`config.mk`:
```
export PLATFORM = sky130hd
export DESIGN_NAME = event_rate_meter
export DESIGN_NICKNAME = d
export VERILOG_FILES = /design/src/rtl/event_rate_meter_pkg.sv /design/src/rtl/event_rate_meter_rate_channel.sv /design/src/rtl/event_rate_meter.sv
export SDC_FILE = /design/constraint.sdc
export NUM_CORES = 1
export LEC_CHECK = 0
export ABC_AREA = 1
export BUFFER_PORTS_ARGS = -buffer_cell sky130_fd_sc_hd__buf_2
export CAP_MARGIN = 20
export CORE_MARGIN = 1.5
export CORE_UTILIZATION = 50
export CTS_BUF_LIST = sky130_fd_sc_hd__clkbuf_4
export DETAILED_ROUTE_END_ITERATION = 7
export PLACE_DENSITY_LB_ADDON = 0.08
export SLEW_MARGIN = 20
export SYNTH_ARGS = -nofsm -noshare
export SYNTH_HDL_FRONTEND = slang
export SYNTH_SLANG_ARGS = --single-unit
```
`constraint.sdc`:
```
create_clock -name CLK_3P3_MHZ -period 1.78 [get_ports CLK_3P3_MHZ]
set_input_delay 0.267 -clock CLK_3P3_MHZ [delete_from_list [all_inputs] [get_ports CLK_3P3_MHZ]]
set_output_delay 0.267 -clock CLK_3P3_MHZ [all_outputs]
set_load 0.03 [all_outputs]
```
`src/rtl/event_rate_meter_pkg.sv`:
```
// Shared constants and helpers for the event-rate meter (on-board FPS measurement).
// Holds the 3.3 MHz board-clock calibration constant, the default count width used
// for frame rates, the gate-action encoding shared by top and channels, and a
// helper that locates one channel's slice inside the packed RATE_OUT bus.
package event_rate_meter_pkg;

    // Board clock cycles in one calibrated second (nominal 3.3 MHz oscillator).
    localparam int unsigned CLOCKS_PER_SEC_3P3 = 3287000;

    // Default per-channel count width: 8 bits covers any realistic frame rate.
    localparam int unsigned FPS_CNT_W = 8;

    // What the gate logic does on a given cycle (RST is handled separately, above all).
    typedef enum logic [1:0] {
        GATE_RUN   = 2'd0,  // window in progress, events accumulate
        GATE_END   = 2'd1,  // terminal count: latch counts, start new window
        GATE_CLEAR = 2'd2   // restart window, drop partial counts, no latch
    } gate_act_e;

    // LSB position of channel ch inside RATE_OUT.
    function automatic int unsigned rate_lsb(input int unsigned ch, input int unsigned cnt_w);
        return ch * cnt_w;
    endfunction

endpackage

```
`src/rtl/event_rate_meter_rate_channel.sv`:
```
// One event channel of the rate meter: optional 2-FF synchroniser, rising-edge
// detect, saturating per-window accumulator with overflow flag, and the latched
// count/overflow registers that update on the window-end strobe.
// Build option: EVENT_RATE_METER_SYNC_EN inserts the synchroniser (async sources);
// without it the event input must already be synchronous to the clock.
module event_rate_meter_rate_channel
    import event_rate_meter_pkg::*;
#(
    parameter int unsigned CNT_W = FPS_CNT_W
) (
    input  logic             i_clk,
    input  logic             i_rst,
    input  logic             i_event,
    input  logic             i_tc,
    input  logic             i_clear,
    output logic [CNT_W-1:0] o_rate,
    output logic             o_ovf
);

    localparam logic [CNT_W-1:0] CNT_MAX = '1;

    logic             w_level;
    logic             w_event;
    logic             w_at_max;
    logic [CNT_W-1:0] w_sat_sum;

    logic             r_hist;
    logic [CNT_W-1:0] r_acc;
    logic             r_acc_ovf;
    logic [CNT_W-1:0] r_rate;
    logic             r_ovf;

`ifdef EVENT_RATE_METER_SYNC_EN
    logic r_sync1;
    logic r_sync2;

    // Two-stage synchroniser; resets high so a line already high is not an event.
    always_ff @(posedge i_clk) begin
        if (i_rst) begin
            r_sync1 <= 1'b1;
            r_sync2 <= 1'b1;
        end else begin
            r_sync1 <= i_event;
            r_sync2 <= r_sync1;
        end
    end

    assign w_level = r_sync2;
`else
    assign w_level = i_event;
`endif

    // Edge-detect history; follows the level every cycle, even during CLEAR.
    always_ff @(posedge i_clk) begin
        if (i_rst) begin
            r_hist <= 1'b1;
        end else begin
            r_hist <= w_level;
        end
    end

    assign w_event  = w_level & ~r_hist;
    assign w_at_max = (r_acc == CNT_MAX);

    // Accumulator value including this cycle's event, pinned at full scale.
    always_comb begin
        w_sat_sum = r_acc;
        if (w_event && !w_at_max) begin
            w_sat_sum = r_acc + CNT_W'(1);
        end
    end

    // Window accumulation and end-of-window latch; CLEAR beats the window end.
    always_ff @(posedge i_clk) begin
        if (i_rst) begin
            r_acc     <= '0;
            r_acc_ovf <= 1'b0;
            r_rate    <= '0;
            r_ovf     <= 1'b0;
        end else if (i_clear) begin
            r_acc     <= '0;
            r_acc_ovf <= 1'b0;
        end else if (i_tc) begin
            // An event on the window-end cycle still belongs to the closing window.
            r_rate    <= w_sat_sum;
            r_ovf     <= r_acc_ovf | (w_event & w_at_max);
            r_acc     <= '0;
            r_acc_ovf <= 1'b0;
        end else if (w_event) begin
            r_acc <= w_sat_sum;
            if (w_at_max) begin
                r_acc_ovf <= 1'b1;
            end
        end
    end

    assign o_rate = r_rate;
    assign o_ovf  = r_ovf;

endmodule

```
`src/rtl/event_rate_meter.sv`:
```
// Multi-channel event-rate meter: counts rising edges on each EVENT_IN bit over a
// gate window of CLOCKS_PER_GATE clocks, latches the per-channel counts at window
// end with a one-cycle RATE_VALID strobe, and toggles HEARTBEAT once per window.
// Build option: EVENT_RATE_METER_SYNC_EN adds a 2-FF synchroniser per input
// (handled inside each channel), raising event-to-count latency from 1 to 3 cycles.
module event_rate_meter
    import event_rate_meter_pkg::*;
#(
    parameter int unsigned CLOCKS_PER_GATE = CLOCKS_PER_SEC_3P3,
    parameter int unsigned NUM_CH          = 2,
    parameter int unsigned CNT_W           = FPS_CNT_W,
    parameter int unsigned GATE_W          = 32
) (
    input  logic                      CLK_3P3_MHZ,
    input  logic                      RST,
    input  logic [NUM_CH-1:0]         EVENT_IN,
    input  logic                      CLEAR,
    output logic [NUM_CH*CNT_W-1:0]   RATE_OUT,
    output logic                      RATE_VALID,
    output logic [NUM_CH-1:0]         OVERFLOW,
    output logic                      HEARTBEAT
);

    localparam logic [GATE_W-1:0] GATE_LAST = GATE_W'(CLOCKS_PER_GATE - 1);

    logic              r_gate;
    logic [GATE_W-1:0] r_gate_cnt;
    logic              r_valid;
    logic              r_heartbeat;

    logic              w_gate_tc;
    gate_act_e         w_gate_act;
    logic              w_tc;
    logic              w_clr;

    assign w_gate_tc = (r_gate_cnt == GATE_LAST);

    // Resolve CLEAR against terminal count; CLEAR suppresses the window end.
    always_comb begin
        w_gate_act = GATE_RUN;
        if (CLEAR) begin
            w_gate_act = GATE_CLEAR;
        end else if (w_gate_tc) begin
            w_gate_act = GATE_END;
        end
    end

    assign w_tc  = (w_gate_act == GATE_END);
    assign w_clr = (w_gate_act == GATE_CLEAR);

    // Gate counter: 0..CLOCKS_PER_GATE-1, restarted by window end or CLEAR.
    always_ff @(posedge CLK_3P3_MHZ) begin
        if (RST) begin
            r_gate_cnt <= '0;
        end else if (w_clr || w_tc) begin
            r_gate_cnt <= '0;
        end else begin
            r_gate_cnt <= r_gate_cnt + GATE_W'(1);
        end
    end

    // Valid strobe lands the cycle after window end, together with new RATE_OUT.
    always_ff @(posedge CLK_3P3_MHZ) begin
        if (RST) begin
            r_valid     <= 1'b0;
            r_heartbeat <= 1'b0;
        end else begin
            r_valid <= w_tc;
            if (w_tc) begin
                r_heartbeat <= ~r_heartbeat;
            end
        end
    end

    // Registered copy of the window-end strobe kept for probing the gate phase.
    always_ff @(posedge CLK_3P3_MHZ) begin
        if (RST) begin
            r_gate <= 1'b0;
        end else begin
            r_gate <= w_tc;
        end
    end

    for (genvar g = 0; g < int'(NUM_CH); g++) begin : g_ch
        localparam int unsigned LSB = rate_lsb(g, CNT_W);

        event_rate_meter_rate_channel #(
            .CNT_W (CNT_W)
        ) u_ch (
            .i_clk   (CLK_3P3_MHZ),
            .i_rst   (RST),
            .i_event (EVENT_IN[g]),
            .i_tc    (w_tc),
            .i_clear (w_clr),
            .o_rate  (RATE_OUT[LSB +: CNT_W]),
            .o_ovf   (OVERFLOW[g])
        );
    end

    assign RATE_VALID = r_valid & r_gate;
    assign HEARTBEAT  = r_heartbeat;

endmodule

```
Word level (Yosys, flattened, before mapping)
Cells that the tools add are included.
{"block": "word_totals", "out_inout_bits": 20, "register_bits": 72}
{"block": "classes", "mux": 4, "bitwise_logic": 10, "n_reduce_logical": 10, "addsub": 3, "eq_ne": 5}
{"operator": "32-bit by 1-bit adder with 32-bit output, second input constant", "n": 1}
{"operator": "32-bit by 22-bit equality test with 1-bit output, second input constant", "n": 1}
{"operator": "8-bit by 1-bit adder with 8-bit output, second input constant", "n": 2}
{"operator": "8-bit equality test, second input constant", "n": 2}
{"operator": "8-bit two-way mux", "n": 2}
{"operator": "2-bit AND reduction", "n": 3}
{"operator": "1-bit AND", "n": 4}
{"operator": "1-bit inverter", "n": 4}
{"operator": "3-bit OR reduction", "n": 1}
{"operator": "2-bit by 1-bit equality test with 1-bit output, second input constant", "n": 1}
{"operator": "2-bit equality test, second input constant", "n": 1}
{"operator": "1-bit logical AND", "n": 2}
{"operator": "1-bit zero test", "n": 2}
{"operator": "2-bit two-way mux", "n": 1}
{"operator": "1-bit bitwise OR", "n": 2}
{"operator": "2-bit OR reduction", "n": 1}
{"operator": "1-bit logical OR", "n": 1}
{"operator": "1-bit two-way mux", "n": 1}

Longest topological paths before layout
{"block": "logic_depth", "ltp_word": 6, "depth_mapped": 10, "depth_no_buf": 10}

By module
Synthesis repeated with hierarchy kept, for this count alone.
{"block": "unflattened", "cells_unflattened": 535, "area_unflattened_um2": 3672.3}
{"module": "event_rate_meter", "seq_area_each_um2": 680.7, "n_inst": 1, "area_each_um2": 1918.1, "cells_each": 291}
{"module": "event_rate_meter_rate_channel", "seq_area_each_um2": 380.4, "n_inst": 2, "area_each_um2": 877.1, "cells_each": 122}

Worst setup path before layout
No wires, ideal clock.
{"block": "synth_timing", "path_kind": "register -> register", "startpoint": "reg r_gate_cnt[0]", "endpoint": "reg g_ch[0].u_ch.r_acc[6]", "setup_time_ns": 0.121, "t_arrival_ns": 1.432, "slack_ns": 0.227, "path_buffers": 1, "period_less_slack_ns": 1.553, "stages_incl_launch_ff": 10, "cell_sequence": "dfxtp_1 -> ha_1 -> nand2_2 -> nor2_2 -> inv_1 -> nor2_4 -> nand2_4 -> o21ai_4 -> buf_6 -> nor2_1"}
{"block": "synth_via", "elab_chain_len": 5, "elab_cells_between_ends": 6, "classes_between": "eq/ne: 3; mux: 2; reduce/logical: 1"}
{"element": "start: declaration", "line_no": "event_rate_meter.sv:27", "rtl": "logic [GATE_W-1:0] r_gate_cnt;"}
{"element": "start signal: assignment", "line_no": "event_rate_meter.sv:58", "rtl": "r_gate_cnt <= r_gate_cnt + GATE_W'(1);"}
{"element": "32-bit by 22-bit equality test with 1-bit output *", "line_no": "event_rate_meter.sv:36", "rtl": "assign w_gate_tc = (r_gate_cnt == GATE_LAST);"}
{"element": "1-bit two-way mux *", "line_no": "event_rate_meter.sv:43", "rtl": "end else if (w_gate_tc) begin"}
{"element": "2-bit two-way mux *", "line_no": "event_rate_meter.sv:41", "rtl": "if (CLEAR) begin"}
{"element": "2-bit by 1-bit equality test with 1-bit output or 2-bit equality test (tied branches)", "line_no": "event_rate_meter.sv:48, event_rate_meter.sv:49"}
{"element": "3-bit OR reduction (no line) *"}
{"element": "end signal: assignment", "line_no": "event_rate_meter_rate_channel.sv:90", "rtl": "r_acc <= w_sat_sum;"}
{"element": "end: declaration", "line_no": "event_rate_meter_rate_channel.sv:28", "rtl": "logic [CNT_W-1:0] r_acc;"}
Mark *: on every way between the ends. The rest lies on a longest branch, timed or not.
A chain may end at the register's enable or synchronous reset.

Worst setup path after layout
{"block": "layout_timing", "startpoint": "reg g_ch[0].u_ch.r_acc[0]", "endpoint": "reg g_ch[0].u_ch.r_rate[6]"}
{"block": "layout_via", "elab_chain_len": 4, "elab_cells_between_ends": 5, "classes_between": "add/sub: 1; eq/ne: 1; mux: 1; reduce/logical: 2"}
{"element": "branches (longest 3 deep; another with 8-bit by 1-bit adder with 8-bit output)"}
{"element": "8-bit two-way mux *", "line_no": "event_rate_meter_rate_channel.sv:68", "rtl": "if (w_event && !w_at_max) begin"}
{"element": "end signal: assignment", "line_no": "event_rate_meter_rate_channel.sv:85", "rtl": "r_rate <= w_sat_sum;"}
{"element": "end: declaration", "line_no": "event_rate_meter_rate_channel.sv:30", "rtl": "logic [CNT_W-1:0] r_rate;"}
Every way passes the cells marked *.

==> run summary <==
Count leader, synth - nand2_1
Post-Syn Instances - 595
Ys async rst share - 0
CTS tree - built
Slew @ Worst Pin - 387.8 ps
Syn_area_per_cell - 6.378 um2
Place WS - 73.50 ps
Post-DRT Antenna Nets - 0
CTS Hold Bufs - 0
Slew headroom - 0.7395
Final Slew Violations - 0
Remaining routing DRC violations - 0
Initial antenna violation count - 0
Peak Freq - 613.9 MHz
Final GP Congestion - 0.9224
CP arrival - 1940 ps
Drt total wl - 8.345 mm
Gr ovfl total - 0
Height of the die - 90.12 um
Number of fillers in the final layout - 737
Final Power - 2.858 mW
Commonest cells post-synth - nand2_1, nor2_1, inv_1, dfxtp_1, nand3_1
#FFs+latches synth - 72
Setup WS post-layout - 151.0 ps
Max IR drop VDD - 330.7 uV
Initial Util - 0.5204
Final setup violation count - 0
Fin nets - 639
Reg area - 1444 um2
Setup CP Type - register to register
EDFF count, synth - 0
Share of layout cells above drive strength 1 - 0.1242
Htree depth - 3
Unique masters post-synth - 30
Worst-case clock buffer depth - 2
CP required - 2090 ps
Drt wl/cell - 11.35 um
HP Class - input pin to register
Unrepaired setup endpoints after global routing - no
P&R area growth vs syn - 10.91%
Yosys top cell by area - dfxtp_1
CTS Root Cell - clkbuf_4
Seq/Total Area, Yosys - 0.3798
CP Launch Type - register
Dpl hpwl - 6.372 mm
Fin. Hold Viols - 0
Top FF cell, synth - dfxtp_1
Leak - 1.808 nW
Reg clk slew, reported paths - 120 ps
Critical path peak fanout - 6
First-pass GRT wire length - 14.27 mm
Vias in the first global route - 3248
Mapped Area - 3795 um2
Period utilization - 0.9152
Vias post-DR - 3447
Syn nets - 603
Area fraction of the dominant cell type after synthesis - 0.3798
Die width - 90.12 um
Post-layout min period - 1629 ps
N_diodes - 0
Clock buffer count from CTS - 9
Routed vias/inst - 4.690
Power Dens Cells - 679.0 nW/um2
CTS Sinks - 72
Synthesis warning total - 0
Setup TNS - 0 ps
Max-cap violations - 0
Worst hold margin - 49.02 ps
DIE AREA - 8122 um2
Clock latency on the worst-skew pair - 410 ps
First drt pass iteration count - 4
Clock Skew - 16.90 ps
DRT iter0 DRCs - 132
CORE AREA - 7292 um2
Status - complete, no violations
I/O pin count - 25
Multi-input gate area - 1937 um2
Crit end category - register
IO Port Bufs - 24
FP Rows - 31
Total GRT Usage - 0.2157
Pin count of the biggest net entering global routing - 33
Synth top area cells - dfxtp_1, nand2_1, nor2_1
-- logic make-up (layout without fill, tap and decap cells) --
kind of cell / count (synthesis) / count (layout) / share of synthesized area
adder cells (fa/ha/maj): 3 / 3 / 0.009892
flip-flops: 72 / 72 / 0.3798
XOR/XNOR: 16 / 16 / 0.03693
buffers and inverters: 97 / 138 / 0.1124
AO/OA/AOI/OAI: 26 / 26 / 0.04517
AND/OR/NAND/NOR: 381 / 381 / 0.4158
-- registers in the layout (all words and copies together), names as in the netlist --
| signal | flops |
|---|---|
| HEARTBEAT | 1 |
| g_ch.u_ch.o_ovf | 2 |
| g_ch.u_ch.o_rate | 16 |
| g_ch.u_ch.r_acc | 16 |
| g_ch.u_ch.r_acc_ovf | 2 |
| g_ch.u_ch.r_hist | 2 |
| r_gate | 1 |
| r_gate_cnt | 32 |
-- routing by layer --
metal	track usage	vias up	share of wire
met4	0.07540	0	0.024
li1	-	1869	-
met5	0	-	0
met3	0.04907	12	0.037
met2	0.3788	59	0.48
met1	0.2570	1507	0.46
-- through the flow --
stage | utilization | cells | area (um2)
floorplan | - | 595 | 3795
global placement | 0.5537 | 719 | 4038
detailed placement | 0.5537 | 719 | 4038
CTS | 0.5755 | 735 | 4197
global route | 0.5772 | 735 | 4209
finish | 0.5772 | 735 | 4209
-- report_power, final --
group / switching (mW) / total, mW / internal, mW
clock network: 0.580 / 1.16 / 0.579
registers: 0.00384 / 1.62 / 1.62
logic: 0.0526 / 0.0780 / 0.0254
total: 0.637 / 2.86 / 2.22
-- path summary, 6_finish.rpt --
check	from	to	slack, ps	depth (start not counted)
hold reg to reg	r_gate_cnt[0]	r_gate_cnt[0]	460	1
hold / removal	EVENT_IN[1]	g_ch[1].u_ch.r_hist	50	3
setup reg to reg	g_ch[0].u_ch.r_acc[0]	g_ch[0].u_ch.o_rate[6]	150	9
setup / recovery	g_ch[0].u_ch.r_acc[0]	g_ch[0].u_ch.o_rate[6]	150	9
-- final cells by class --
cell class | count | area share
tap | 99 | 0.02943
clock inverter | 6 | 0.01992
sequential | 72 | 0.3430
clock buffer | 10 | 0.01784
timing repair buffer | 36 | 0.05291
inverter | 86 | 0.07669
multi-input combinational | 426 | 0.4602
-- worst max-delay path, cell delays in order (launching register included) --
cell	delay [ps]
dfxtp_2	360
ha_1	240
nand2_1	120
nor2_1	50
nand2_1	170
nand2_2	130
o21ai_0	260
nand3_1	110
nand2_1	70
inv_1	30
-- repair_timing --
action / CTS / global route
setup buffers: 0 / 0
setup endpoints to repair: 0 / 10
gates resized for setup: 0 / 4
endpoints found under the hold margin: 0 / 0
-- cells in the final DEF, fill, tap and decap left out, types with 4 or more instances in the layout --
master and count:
nor3_1 10, nand2_2 4, nor2_4 4, dfxtp_1 70, a21oi_2 8, o21ai_0 5
buf_2 24, clkbuf_4 10, xnor2_1 7, nand2_1 200, xor2_1 9, nand3_1 41
inv_1 84, nor2_2 4, a21oi_1 12, nor2_1 109, buf_4 11
No activity file was read; power rests on OpenSTA's default activity.
